==> config.mk <==
export PLATFORM = sky130hd
export DESIGN_NAME = spi_ram_arbiter
export DESIGN_NICKNAME = d
export VERILOG_FILES = /design/src/rtl/ram_arb_pkg.sv /design/src/rtl/spi_ram_arbiter_rr_arb2.sv /design/src/rtl/spi_ram_arbiter.sv
export SDC_FILE = /design/constraint.sdc
export NUM_CORES = 1
export LEC_CHECK = 0
export CAP_MARGIN = 20
export CORE_ASPECT_RATIO = 1.2
export CORE_MARGIN = 2
export CORE_UTILIZATION = 36
export DETAILED_ROUTE_END_ITERATION = 16
export HOLD_SLACK_MARGIN = 0.03
export MAX_ROUTING_LAYER = met4
export PLACE_DENSITY = 0.69
export SLEW_MARGIN = 15
export SYNTH_ARGS = -nofsm -noshare
export SYNTH_HDL_FRONTEND = slang
export SYNTH_SLANG_ARGS = --single-unit
==> constraint.sdc <==
create_clock -name i_ARB_clk -period 1.7 [get_ports i_ARB_clk]
set_input_delay 0.34 -clock i_ARB_clk [delete_from_list [all_inputs] [get_ports i_ARB_clk]]
set_output_delay 0.34 -clock i_ARB_clk [all_outputs]
set_load 0.05 [all_outputs]
==> src/rtl/ram_arb_pkg.sv <==
// Shared types and constants for the SPI RAM command-port arbiter.
// Opcodes, FSM state encoding and command-word helper.
package ram_arb_pkg;

  localparam int CMD_W = 10;

  localparam logic [1:0] OP_WADDR = 2'b00;
  localparam logic [1:0] OP_WDATA = 2'b01;
  localparam logic [1:0] OP_RADDR = 2'b10;
  localparam logic [1:0] OP_RDATA = 2'b11;

  typedef enum logic [2:0] {
    IDLE,
    W_ADDR,
    W_DATA,
    R_ADDR,
    R_CMD,
    R_WAIT,
    DONE
  } state_t;

  function automatic logic [CMD_W-1:0] mk_cmd(
    input logic [1:0] op,
    input logic [7:0] pl
  );
    return {op, pl};
  endfunction

endpackage

==> src/rtl/spi_ram_arbiter_rr_arb2.sv <==
// Two-way round-robin picker; pointer register lives in the parent.
// Ports: req[1:0] requests, last = index granted last, gnt[1:0] one-hot grant.
module rr_arb2 (
  input  logic [1:0] req,
  input  logic       last,
  output logic [1:0] gnt
);

  always_comb begin
    gnt = 2'b00;
    unique case (1'b1)
      (req == 2'b11): gnt = last ? 2'b01 : 2'b10;
      (req == 2'b01): gnt = 2'b01;
      (req == 2'b10): gnt = 2'b10;
      default:        gnt = 2'b00;
    endcase
  end

endmodule

==> src/rtl/spi_ram_arbiter.sv <==
// Two-requester arbiter expanding read/write transactions into RAM commands.
// Ports: i_ARB_* requests/operands in, o_ARB_ack/rdata/err/busy out,
// o_ARB_ram_en/ram_data command out, i_ARB_ram_rdata/ram_valid read return.
// Optional read timeout enabled by defining RAM_ARB_TIMEOUT_EN.
module spi_ram_arbiter
  import ram_arb_pkg::*;
#(
  parameter int TIMEOUT_CYC = 16
) (
  input  logic             i_ARB_clk,
  input  logic             i_ARB_rst_n,
  input  logic [1:0]       i_ARB_req,
  input  logic [1:0]       i_ARB_we,
  input  logic [7:0]       i_ARB_addr0,
  input  logic [7:0]       i_ARB_addr1,
  input  logic [7:0]       i_ARB_wdata0,
  input  logic [7:0]       i_ARB_wdata1,
  output logic [1:0]       o_ARB_ack,
  output logic [7:0]       o_ARB_rdata,
  output logic             o_ARB_err,
  output logic             o_ARB_busy,
  output logic             o_ARB_ram_en,
  output logic [CMD_W-1:0] o_ARB_ram_data,
  input  logic [7:0]       i_ARB_ram_rdata,
  input  logic             i_ARB_ram_valid
);

  state_t           state_q, state_d;
  logic             last_q;
  logic             own_q;
  logic             we_q;
  logic [7:0]       addr_q;
  logic [7:0]       wdata_q;
  logic [1:0]       gnt;
  logic             sel_we;
  logic [7:0]       sel_addr;
  logic [7:0]       sel_wdata;
  logic [1:0]       ack_d;
  logic [7:0]       rdata_d;
  logic             err_d;
  logic             ram_en_d;
  logic [CMD_W-1:0] ram_data_d;
  logic             tmo;

  rr_arb2 u_rr (
    .req  (i_ARB_req),
    .last (last_q),
    .gnt  (gnt)
  );

  assign sel_we    = gnt[1] ? i_ARB_we[1] : i_ARB_we[0];
  assign sel_addr  = gnt[1] ? i_ARB_addr1 : i_ARB_addr0;
  assign sel_wdata = gnt[1] ? i_ARB_wdata1 : i_ARB_wdata0;

`ifdef RAM_ARB_TIMEOUT_EN
  logic [7:0] cnt_q;

  always_ff @(posedge i_ARB_clk or negedge i_ARB_rst_n) begin
    if (!i_ARB_rst_n) begin
      cnt_q <= '0;
    end else if (state_q == R_CMD) begin
      cnt_q <= '0;
    end else if (state_q == R_WAIT) begin
      cnt_q <= cnt_q + 8'd1;
    end
  end

  assign tmo = (cnt_q == 8'(TIMEOUT_CYC - 1));
`else
  logic unused_to;
  assign unused_to = ^TIMEOUT_CYC;
  assign tmo = 1'b0;
`endif

  // Outputs are decoded from the next state and registered,
  // so they line up with the state they describe.
  always_comb begin
    state_d    = state_q;
    ack_d      = 2'b00;
    rdata_d    = 8'h00;
    err_d      = 1'b0;
    ram_en_d   = 1'b0;
    ram_data_d = '0;
    unique case (state_q)
      IDLE: begin
        if (|gnt) begin
          state_d    = sel_we ? W_ADDR : R_ADDR;
          ram_en_d   = 1'b1;
          ram_data_d = mk_cmd(sel_we ? OP_WADDR : OP_RADDR, sel_addr);
        end
      end
      W_ADDR: begin
        state_d    = W_DATA;
        ram_en_d   = 1'b1;
        ram_data_d = mk_cmd(OP_WDATA, wdata_q);
      end
      W_DATA: begin
        state_d = DONE;
        ack_d   = own_q ? 2'b10 : 2'b01;
      end
      R_ADDR: begin
        state_d    = R_CMD;
        ram_en_d   = 1'b1;
        ram_data_d = mk_cmd(OP_RDATA, 8'h00);
      end
      R_CMD: state_d = R_WAIT;
      R_WAIT: begin
        if (i_ARB_ram_valid) begin
          state_d = DONE;
          ack_d   = own_q ? 2'b10 : 2'b01;
          rdata_d = i_ARB_ram_rdata;
        end else if (tmo) begin
          state_d = DONE;
          ack_d   = own_q ? 2'b10 : 2'b01;
          err_d   = 1'b1;
        end
      end
      DONE:    state_d = IDLE;
      default: state_d = IDLE;
    endcase
  end

  always_ff @(posedge i_ARB_clk or negedge i_ARB_rst_n) begin
    if (!i_ARB_rst_n) begin
      state_q        <= IDLE;
      last_q         <= 1'b1;
      own_q          <= 1'b0;
      we_q           <= 1'b0;
      addr_q         <= '0;
      wdata_q        <= '0;
      o_ARB_ack      <= '0;
      o_ARB_rdata    <= '0;
      o_ARB_err      <= 1'b0;
      o_ARB_busy     <= 1'b0;
      o_ARB_ram_en   <= 1'b0;
      o_ARB_ram_data <= '0;
    end else begin
      state_q        <= state_d;
      o_ARB_ack      <= ack_d;
      o_ARB_rdata    <= rdata_d;
      o_ARB_err      <= err_d;
      o_ARB_busy     <= (state_d != IDLE);
      o_ARB_ram_en   <= ram_en_d;
      o_ARB_ram_data <= ram_data_d;
      if (state_q == IDLE && |gnt) begin
        own_q   <= gnt[1];
        last_q  <= gnt[1];
        we_q    <= sel_we;
        addr_q  <= sel_addr;
        wdata_q <= sel_wdata;
      end
    end
  end

  logic unused_lat;
  assign unused_lat = ^{we_q, addr_q};

endmodule

==> results.py, run 1 <==
metrics = {
    "worst_setup_path": {
        "cp-start-kind": "input pin",
        "path_class": "input pin to flop",
        "end_kind": "flop",
        "arrival_ns": 1.75,
        "path_max_fanout": 12,
        "required_ns": 1.87,
    },
    "timing": {
        "hold-worst-slack_ns": 0.455,
        "clock_skew_ns": 0.00495,
        "fin_crit_ns": 1.57,
        "tns_ns": 0,
        "slew_violations": 0,
        "fmax_mhz": 636,
        "setup_viol": 0,
        "post-route-period-util": 0.925,
        "rsz0062_at_grt": "no",
        "hold_viol": 0,
    },
    "clock_tree": {
        "root_buffer": "clkbuf_8",
        "clock_sinks": 35,
        "cts_resized": 0,
        "cts.path.max_buffers": 2,
        "cts_tree": "done",
        "cts_inserted_buffers": 5,
        "cts_max_level": 2,
        "clock_latency_ns": 0.29,
        "hold_buffers": 0,
        "post_cts_buffers": 0,
        "clkTransAtPathRegs_ns": 0.07,
    },
    "synthesis": {
        "yosysUniqueCellTypes": 32,
        "netlist_instances": 120,
        "ys_seq_area_frac": 0.544,
        "syn_nets": 167,
        "ys_seq_elements": 35,
        "syn-cell-area_um2": 1610,
        "synthArstFlopShare": 1.00,
        "synth.most_common_cell": "dfrtp_1",
        "synth_top_area_cell": "dfrtp_1",
        "yosysWarnings": 0,
        "yosys-top-cells-count": "dfrtp_1, mux2_4, nand2_1, o21ai_0",
        "avgSynthCellArea_um2": 13.4,
        "synthFlopType": "dfrtp_1",
        "yosys-top-cells-area": "dfrtp_1, mux2_4, mux2i_1",
        "synth_edf_count": 0,
        "synth_top_area_share": 0.528,
    },
    "grt": {
        "grt_pass1_vias": 1234,
        "antenna_found_initial": 0,
        "grt_max_degree": 36,
        "grt_util_all_layers": 0.155,
        "overflow": 0,
        "grt_pass1_wl_um": 5770,
    },
    "route": {
        "drt_iter0_markers": 56,
        "routed_wl_um": 3650,
        "route.antenna.remaining_nets": 0,
        "via_per_inst": 4.58,
        "routedWlPerCell_um": 14.2,
        "drt_pass1_iterations": 4,
        "drc": 0,
        "num_vias": 1172,
    },
    "power_and_ir_drop": {
        "p_per_area_nw_per_um2": 1630,
        "p_leak_nw": 1.16,
        "power_mw": 4.02,
        "ir_drop_v": 0.000602,
    },
    "floorplan": {
        "die_w_um": 65.1,
        "start_util": 0.376,
        "dieArea_um2": 5030,
        "ios": 70,
        "fp.coreArea_um2": 4290,
        "num_rows": 26,
        "die_h_um": 77.3,
    },
    "placement": {
        "place.gp.congestion": 0.721,
        "hpwl_um": 2740,
        "portBuffers": 68,
        "dpl_cell_area_um2": 2350,
    },
    "final_layout": {
        "drive_above_1_share": 0.330,
        "fin_nets": 246,
        "design_area_um2": 2470,
        "syn2layout_area_growth_pct": 53.1,
        "antenna_cells": 0,
    },
    "hold_path": {
        "min_path_type": "input pin to async pin",
    },
    "outcome": {
        "status": "finished clean",
    },
    "run": {
        "cap_violations": 0,
    },
}
-- sequential cells by signal, indices dropped and copies added, names as in the netlist, 2 cells and up --
signal	cells
o_ARB_ack	2
wdata_q	8
state_q	3
o_ARB_ram_data	10
o_ARB_rdata	8
-- per-stage QoR --
step	utilization	std cells	setup slack [ns]
after detailed placement	0.548	248	-0.180
after floorplan	-	120	0.308
after global placement	0.548	248	-0.170
final	0.575	256	0.127
after CTS	0.575	256	0.124
after global routing	0.575	256	0.0849
-- cells by family after synthesis --
group / synth area share
flip-flops: 0.544
AND/OR/NAND/NOR: 0.112
multiplexers: 0.224
AO/OA/AOI/OAI: 0.0597
buffers and inverters: 0.0465
XOR/XNOR: 0.0109
other: 0.00233
-- cells in the final DEF (no fill, tap or decap) --
cell,count
clkdlybuf4s50_1,46
dfrtp_1,34
buf_4,32
mux2_4,18
nand2_1,9
o21ai_0,9
mux2i_1,8
and2_1,8
clkbuf_8,6
nor2_1,5
nor2b_1,2
buf_12,2
nor3_4,1
o21ai_1,1
a21boi_2,1
nor3b_2,1
and4b_1,1
nor3b_1,1
mux2_2,1
xor2_1,1
o21ba_2,1
nor3_1,1
inv_1,1
a2bb2oi_1,1
xnor2_1,1
nand3b_1,1
o221ai_1,1
a22oi_1,1
and2b_1,1
conb_1,1
bufinv_16,1
clkinv_2,1
dfstp_2,1
-- metal layers --
metal | track usage | vias to the layer above | wire length [um]
met5 | - | - | 0
met4 | 0.0688 | 0 | 85
met3 | 0.0513 | 10 | 308
met2 | 0.245 | 50 | 1750
met1 | 0.177 | 546 | 1500
li1 | - | 566 | -
-- area by class of cell --
class	instances	area, um^2
clock buffer	6	82.6
clock inverter	2	35.0
fill	364	1820
inverter	1	3.75
multi-input combinational	76	661
sequential	35	877
tap	56	70.1
timing repair buffer	80	741
-- path summary, 6_finish.rpt --
| kind | startpoint | end | slack (ns) | cells past startpoint |
|---|---|---|---|---|
| worst max-delay path | i_ARB_req[1] | wdata_q[6]$_DFFE_PN0P_ | 0.13 | 5 |
| worst min-delay path | i_ARB_rst_n | o_ARB_ram_data[2]$_DFF_PN0_ | 0.45 | 2 |
| worst max register to register | last_q$_DFFE_PN1P_ | wdata_q[6]$_DFFE_PN0P_ | 0.27 | 4 |
| worst min register to register | own_q$_DFFE_PN0P_ | o_ARB_ack[0]$_DFF_PN0_ | 0.46 | 1 |
| max in group asynchronous | i_ARB_rst_n | last_q$_DFFE_PN1P_ | 0.89 | 2 |
| min in group i_ARB_clk | own_q$_DFFE_PN0P_ | o_ARB_ack[0]$_DFF_PN0_ | 0.46 | 1 |
-- critical path, cell delays in order --
cell,delay (ns)
clkdlybuf4s50_1,0.48
a21boi_2,0.21
buf_12,0.17
mux2_4,0.30
mux2_4,0.25
-- report_power, final --
group          total [mW]  switching, mW  internal [mW]
Combinational        1.92           1.06          0.870
Sequential           1.33          0.170           1.16
Clock               0.766          0.292          0.474
Total                4.02           1.52           2.50
(Power assumes the default switching activity.)
==> inputs of run 2 (changes only) <==
ABC_AREA = 1   (was default)
==> results.py, run 2 <==
metrics = {
    "hold_path": {
        "hold_depth": 1,
        "min_path_type": "flop to flop",
        "hp-start": "own_q$_DFFE_PN0P_",
    },
    "final_layout": {
        "reg_top3": "o_ARB_ram_data: 10 flops, o_ARB_rdata: 8 flops, wdata_q: 8 flops",
        "syn2layout_area_growth_pct": 49.3,
        "antenna_cells": 0,
        "fin_nets": 319,
        "top_register": "o_ARB_ram_data",
        "layout_common_cells": "nand2_1, clkdlybuf4s50_1, dfrtp_1, buf_4, inv_1",
        "layout_commonest_cell": "nand2_1",
        "drive_above_1_share": 0.176,
        "largest_reg_flops": 10,
    },
    "placement": {
        "dp_worst_setup_slack_ns": 0.0335,
        "place.gp.congestion": 0.763,
        "hpwl_um": 2680,
        "portBuffers": 68,
    },
    "grt": {
        "grt_util_all_layers": 0.168,
        "grt_pass1_wl_um": 6250,
        "overflow": 0,
        "grt_max_degree": 23,
        "grt_pass1_vias": 1386,
        "antenna_found_initial": 0,
    },
    "timing": {
        "setup_ws_ns": 0.352,
        "clock_skew_ns": 0.00379,
        "fmax_mhz": 742,
        "fin_crit_ns": 1.35,
        "hold-worst-slack_ns": 0.431,
        "rsz0062_at_grt": "no",
        "post-route-period-util": 0.793,
        "setup_viol": 0,
        "slew_violations": 0,
        "tns_ns": 0,
        "hold_viol": 0,
    },
    "route": {
        "drt_pass1_iterations": 4,
        "drc": 0,
        "via_per_inst": 4.25,
        "routedWlPerCell_um": 10.7,
        "routed_wl_um": 3510,
        "num_vias": 1398,
        "drt_iter0_markers": 33,
        "route.antenna.remaining_nets": 0,
    },
    "worst_setup_path": {
        "crit_slowest_cell": "clkdlybuf4s50_1",
        "crit_chain": "clkdlybuf4s50_1, nor2_1, nor2_8, nand3_1, nand3_1",
        "critPathBufInv": 1,
        "path_class": "input pin to flop",
        "path_max_fanout": 19,
        "required_ns": 1.92,
        "crit_cells": 5,
        "critical_path.top_delay_family": "simple AND/OR/NAND/NOR gates",
        "arrival_ns": 1.57,
        "cp-start-kind": "input pin",
        "reg2reg_from": "state_q[1]$_DFF_PN0_",
        "reg2regPathDepth": 5,
        "crit_top_cell": "nand3_1",
        "crit_path_start": "i_ARB_req[1]",
        "critPathMaxStageDelay_ns": 0.54,
        "end_kind": "flop",
    },
    "clock_tree": {
        "post_cts_buffers": 0,
        "clock_latency_ns": 0.29,
        "clkTransAtPathRegs_ns": 0.06,
        "hold_buffers": 1,
        "cts_resized": 0,
        "cts_tree": "done",
        "root_buffer": "clkbuf_8",
        "clock_sinks": 35,
        "cts_max_level": 2,
        "cts.path.max_buffers": 2,
        "cts_inserted_buffers": 5,
    },
    "run": {
        "cap_violations": 0,
    },
    "power_and_ir_drop": {
        "p_per_area_nw_per_um2": 1510,
        "ir_drop_v": 0.000460,
        "p_leak_nw": 1.28,
    },
    "synthesis": {
        "yosys-top-cells-count": "nand2_1, dfrtp_1, inv_1, nor2_1",
        "yosysWarnings": 0,
        "yosysUniqueCellTypes": 21,
        "netlist_instances": 197,
        "ys_seq_area_frac": 0.552,
        "synthFlopType": "dfrtp_1",
        "synth.most_common_cell": "nand2_1",
        "synth_top_area_share": 0.535,
        "syn-cell-area_um2": 1590,
        "synth_top_area_cell": "dfrtp_1",
        "syn_nets": 244,
        "synthArstFlopShare": 1.00,
        "yosys-top-cells-area": "dfrtp_1, nand2_1, inv_1",
        "synth_edf_count": 0,
        "avgSynthCellArea_um2": 8.07,
        "ys_seq_elements": 35,
    },
    "floorplan": {
        "die_h_um": 76.8,
        "ios": 70,
        "dieArea_um2": 4960,
        "fp.coreArea_um2": 4260,
        "num_rows": 26,
        "die_w_um": 64.7,
        "start_util": 0.373,
    },
    "outcome": {
        "status": "finished clean",
    },
}
run 2: final timing paths:
| kind | end | slack [ns] |
|---|---|---|
| setup / recovery | o_ARB_busy$_DFF_PN0_ | 0.35 |
| hold / removal | o_ARB_ack[0]$_DFF_PN0_ | 0.43 |
| setup reg to reg | o_ARB_busy$_DFF_PN0_ | 0.36 |
| hold reg to reg | o_ARB_ack[0]$_DFF_PN0_ | 0.43 |
| max in group asynchronous | last_q$_DFFE_PN1P_ | 0.60 |
| min in group asynchronous | o_ARB_ram_data[0]$_DFF_PN0_ | 0.54 |
run 2: per-layer routing:
layer / vias up / track usage / share of wire
met5: - / - / 0
met4: 0 / 0.0830 / 0.024
met3: 7 / 0.0440 / 0.062
met2: 42 / 0.276 / 0.48
met1: 622 / 0.189 / 0.43
li1: 727 / - / -
run 2: through the flow:
step | util | total power [mW] | instance area [um^2] | cells
after floorplan | - | 2.52 | 1590 | 197
after global placement | 0.535 | 3.02 | 2280 | 320
after detailed placement | 0.535 | 3.05 | 2280 | 320
after CTS | 0.557 | 3.63 | 2370 | 329
after global routing | 0.557 | 3.85 | 2370 | 329
final | 0.557 | 3.58 | 2370 | 329
run 2: layout make-up:
cell class | instances | area, um^2
Sequential cell | 35 | 877
Clock inverter | 1 | 5.00
Fill cell | 433 | 1890
Timing Repair Buffer | 74 | 681
Clock buffer | 7 | 76.3
Multi-Input combinational cell | 131 | 569
Inverter | 25 | 93.8
Tap cell | 56 | 70.1
run 2: logic make-up after synthesis:
| family | count (synthesis) | synth area share |
|---|---|---|
| DFF | 35 | 0.552 |
| AOI/OAI and AO/OA | 9 | 0.0307 |
| and+or+nand+nor | 120 | 0.320 |
| xor gates and xnor gates | 1 | 0.00551 |
| other | 1 | 0.00236 |
| buffers and inverters | 31 | 0.0898 |
run 2: where the power goes:
part | switching (mW) | internal (mW)
Sequential | 0.162 | 1.14
Combinational | 1.14 | 0.563
Clock | 0.284 | 0.287
Total | 1.59 | 1.99
==> inputs of run 3 (changes only) <==
clock period = 1.4 ns   (was 1.7 ns; I/O delays follow)
==> results.py, run 3 (same netlist as run 2, synthesis figures left out) <==
metrics = {
    "worst_setup_path": {
        "crit_top_cell": "nand3_1",
        "cp-start-kind": "flop",
        "critPathMaxStageDelay_ns": 0.42,
        "r2r_slack_ns": 0.11,
        "r2r-end": "o_ARB_busy$_DFF_PN0_",
        "arrival_ns": 1.51,
        "crit_chain": "inv_1, nand2_2, nor2_8, nand3_1, nand3_1",
        "path_class": "flop to flop",
        "crit_slowest_cell": "dfrtp_1",
        "path_max_fanout": 19,
        "required_ns": 1.62,
        "end_kind": "flop",
        "reg2reg_from": "state_q[2]$_DFF_PN0_",
        "reg2regPathDepth": 5,
    },
    "power_and_ir_drop": {
        "power_mw": 5.00,
        "ir_drop_v": 0.000849,
        "p_leak_nw": 1.37,
        "p_per_area_nw_per_um2": 1860,
    },
    "floorplan": {
        "fp.coreArea_um2": 4260,
        "die_w_um": 64.7,
        "start_util": 0.373,
        "num_rows": 26,
        "ios": 70,
        "dieArea_um2": 4960,
        "die_h_um": 76.8,
    },
    "final_layout": {
        "reg_top3": "o_ARB_ram_data: 10 flops, o_ARB_rdata: 8 flops, wdata_q: 8 flops",
        "antenna_cells": 0,
        "drive_above_1_share": 0.184,
        "layout_commonest_cell": "nand2_1",
        "largest_reg_flops": 10,
        "fin_nets": 323,
        "layout_common_cells": "nand2_1, clkdlybuf4s50_1, dfrtp_1, buf_12, inv_1",
        "syn2layout_area_growth_pct": 69.2,
        "top_register": "o_ARB_ram_data",
        "post-route-util": 0.631,
    },
    "route": {
        "drc": 0,
        "num_vias": 1404,
        "routed_wl_um": 3660,
        "via_per_inst": 4.22,
        "drt_pass1_iterations": 4,
        "route.antenna.remaining_nets": 0,
        "drt_iter0_markers": 43,
        "routedWlPerCell_um": 11.0,
    },
    "grt": {
        "grt_pass1_vias": 1392,
        "grt_pass1_wl_um": 6250,
        "overflow": 0,
        "antenna_found_initial": 0,
        "grt_max_degree": 20,
        "grt_util_all_layers": 0.168,
    },
    "clock_tree": {
        "cts_inserted_buffers": 5,
        "cts_max_level": 2,
        "cts.path.max_buffers": 2,
        "clkTransAtPathRegs_ns": 0.07,
        "clock_sinks": 35,
        "root_buffer": "clkbuf_8",
        "clock_latency_ns": 0.29,
        "cts_tree": "done",
    },
    "timing": {
        "slew_violations": 0,
        "fmax_mhz": 775,
        "hold_viol": 0,
        "post-route-period-util": 0.921,
        "setup_viol": 0,
        "clock_skew_ns": 0.00576,
        "rsz0062_at_grt": "no",
        "fin_crit_ns": 1.29,
    },
    "hold_path": {
        "min_path_type": "flop to flop",
        "hold_depth": 1,
        "holdPathEnd": "o_ARB_ack[0]$_DFF_PN0_",
        "hp-start": "own_q$_DFFE_PN0P_",
    },
    "run": {
        "cap_violations": 0,
    },
    "placement": {
        "portBuffers": 68,
        "hpwl_um": 2850,
        "place.gp.congestion": 0.763,
    },
    "outcome": {
        "status": "finished clean",
    },
}
==> run 3: changes by cell type in the layout (fill, tap and decap cells not counted) <==
cell	delta
buf_12	+23
buf_4	-19
clkbuf_1	+1
clkinv_2	-1
==> run 3: final cells by class <==
type,count,area [um^2]
fill,345,1570
timing repair buffer,78,998
sequential,35,877
multi-input combinational,131,569
inverter,25,93.8
clock buffer,8,80.1
tap,56,70.1
==> run 3: worst max-delay path by stage <==
stage	from	endpoint	cells after the start
after global routing	state_q[2]$_DFF_PN0_	o_ARB_busy$_DFF_PN0_	5
after detailed placement	i_ARB_req[1]	o_ARB_busy$_DFF_PN0_	5
after floorplan	last_q$_DFFE_PN1P_	o_ARB_ram_data[0]$_DFF_PN0_	6
after global placement	i_ARB_req[1]	o_ARB_busy$_DFF_PN0_	5
final	state_q[2]$_DFF_PN0_	o_ARB_busy$_DFF_PN0_	5
after CTS	state_q[2]$_DFF_PN0_	o_ARB_busy$_DFF_PN0_	5
==> run 3: power by group <==
group | switching, mW | total (mW) | internal [mW] | leakage, nW
clock network | 0.342 | 0.695 | 0.353 | 0.0395
logic | 1.43 | 2.64 | 1.21 | 0.880
registers | 0.273 | 1.66 | 1.39 | 0.454
total | 2.05 | 5.00 | 2.95 | 1.37
==> run 3: critical path: cells and delay by family (launching register included) <==
family / cells / cell delay (ns)
and+or+nand+nor: 4 / 0.65
buffers and inverters: 1 / 0.15
DFF: 1 / 0.42
==> run 3: repair_timing <==
item / in CTS / in global routing
buffers inserted: 0 / 2
setup endpoints to repair: 0 / 1
endpoints found under the hold margin: 16 / 0
hold buffers: 1 / 0
gates resized for setup: 0 / 0
==> run 3: routing by layer <==
layer,wire length (um),global-route usage
met1,1510,0.193
met2,1870,0.276
met3,192,0.0411
met4,93,0.0723
met5,0,-
==> run 3: stage by stage <==
step | hold slack (ns) | worst slack [ns] | cells | setup TNS, ns | instance area, um^2
floorplan | -0.0156 | 0.241 | 197 | 0 | 1590
global placement | 0.240 | -0.168 | 322 | -1.98 | 2580
detailed placement | 0.249 | -0.215 | 322 | -2.59 | 2580
CTS | 0.423 | 0.0679 | 331 | 0 | 2670
global route | 0.437 | 0.00384 | 333 | 0 | 2690
finish | 0.429 | 0.110 | 333 | 0 | 2690
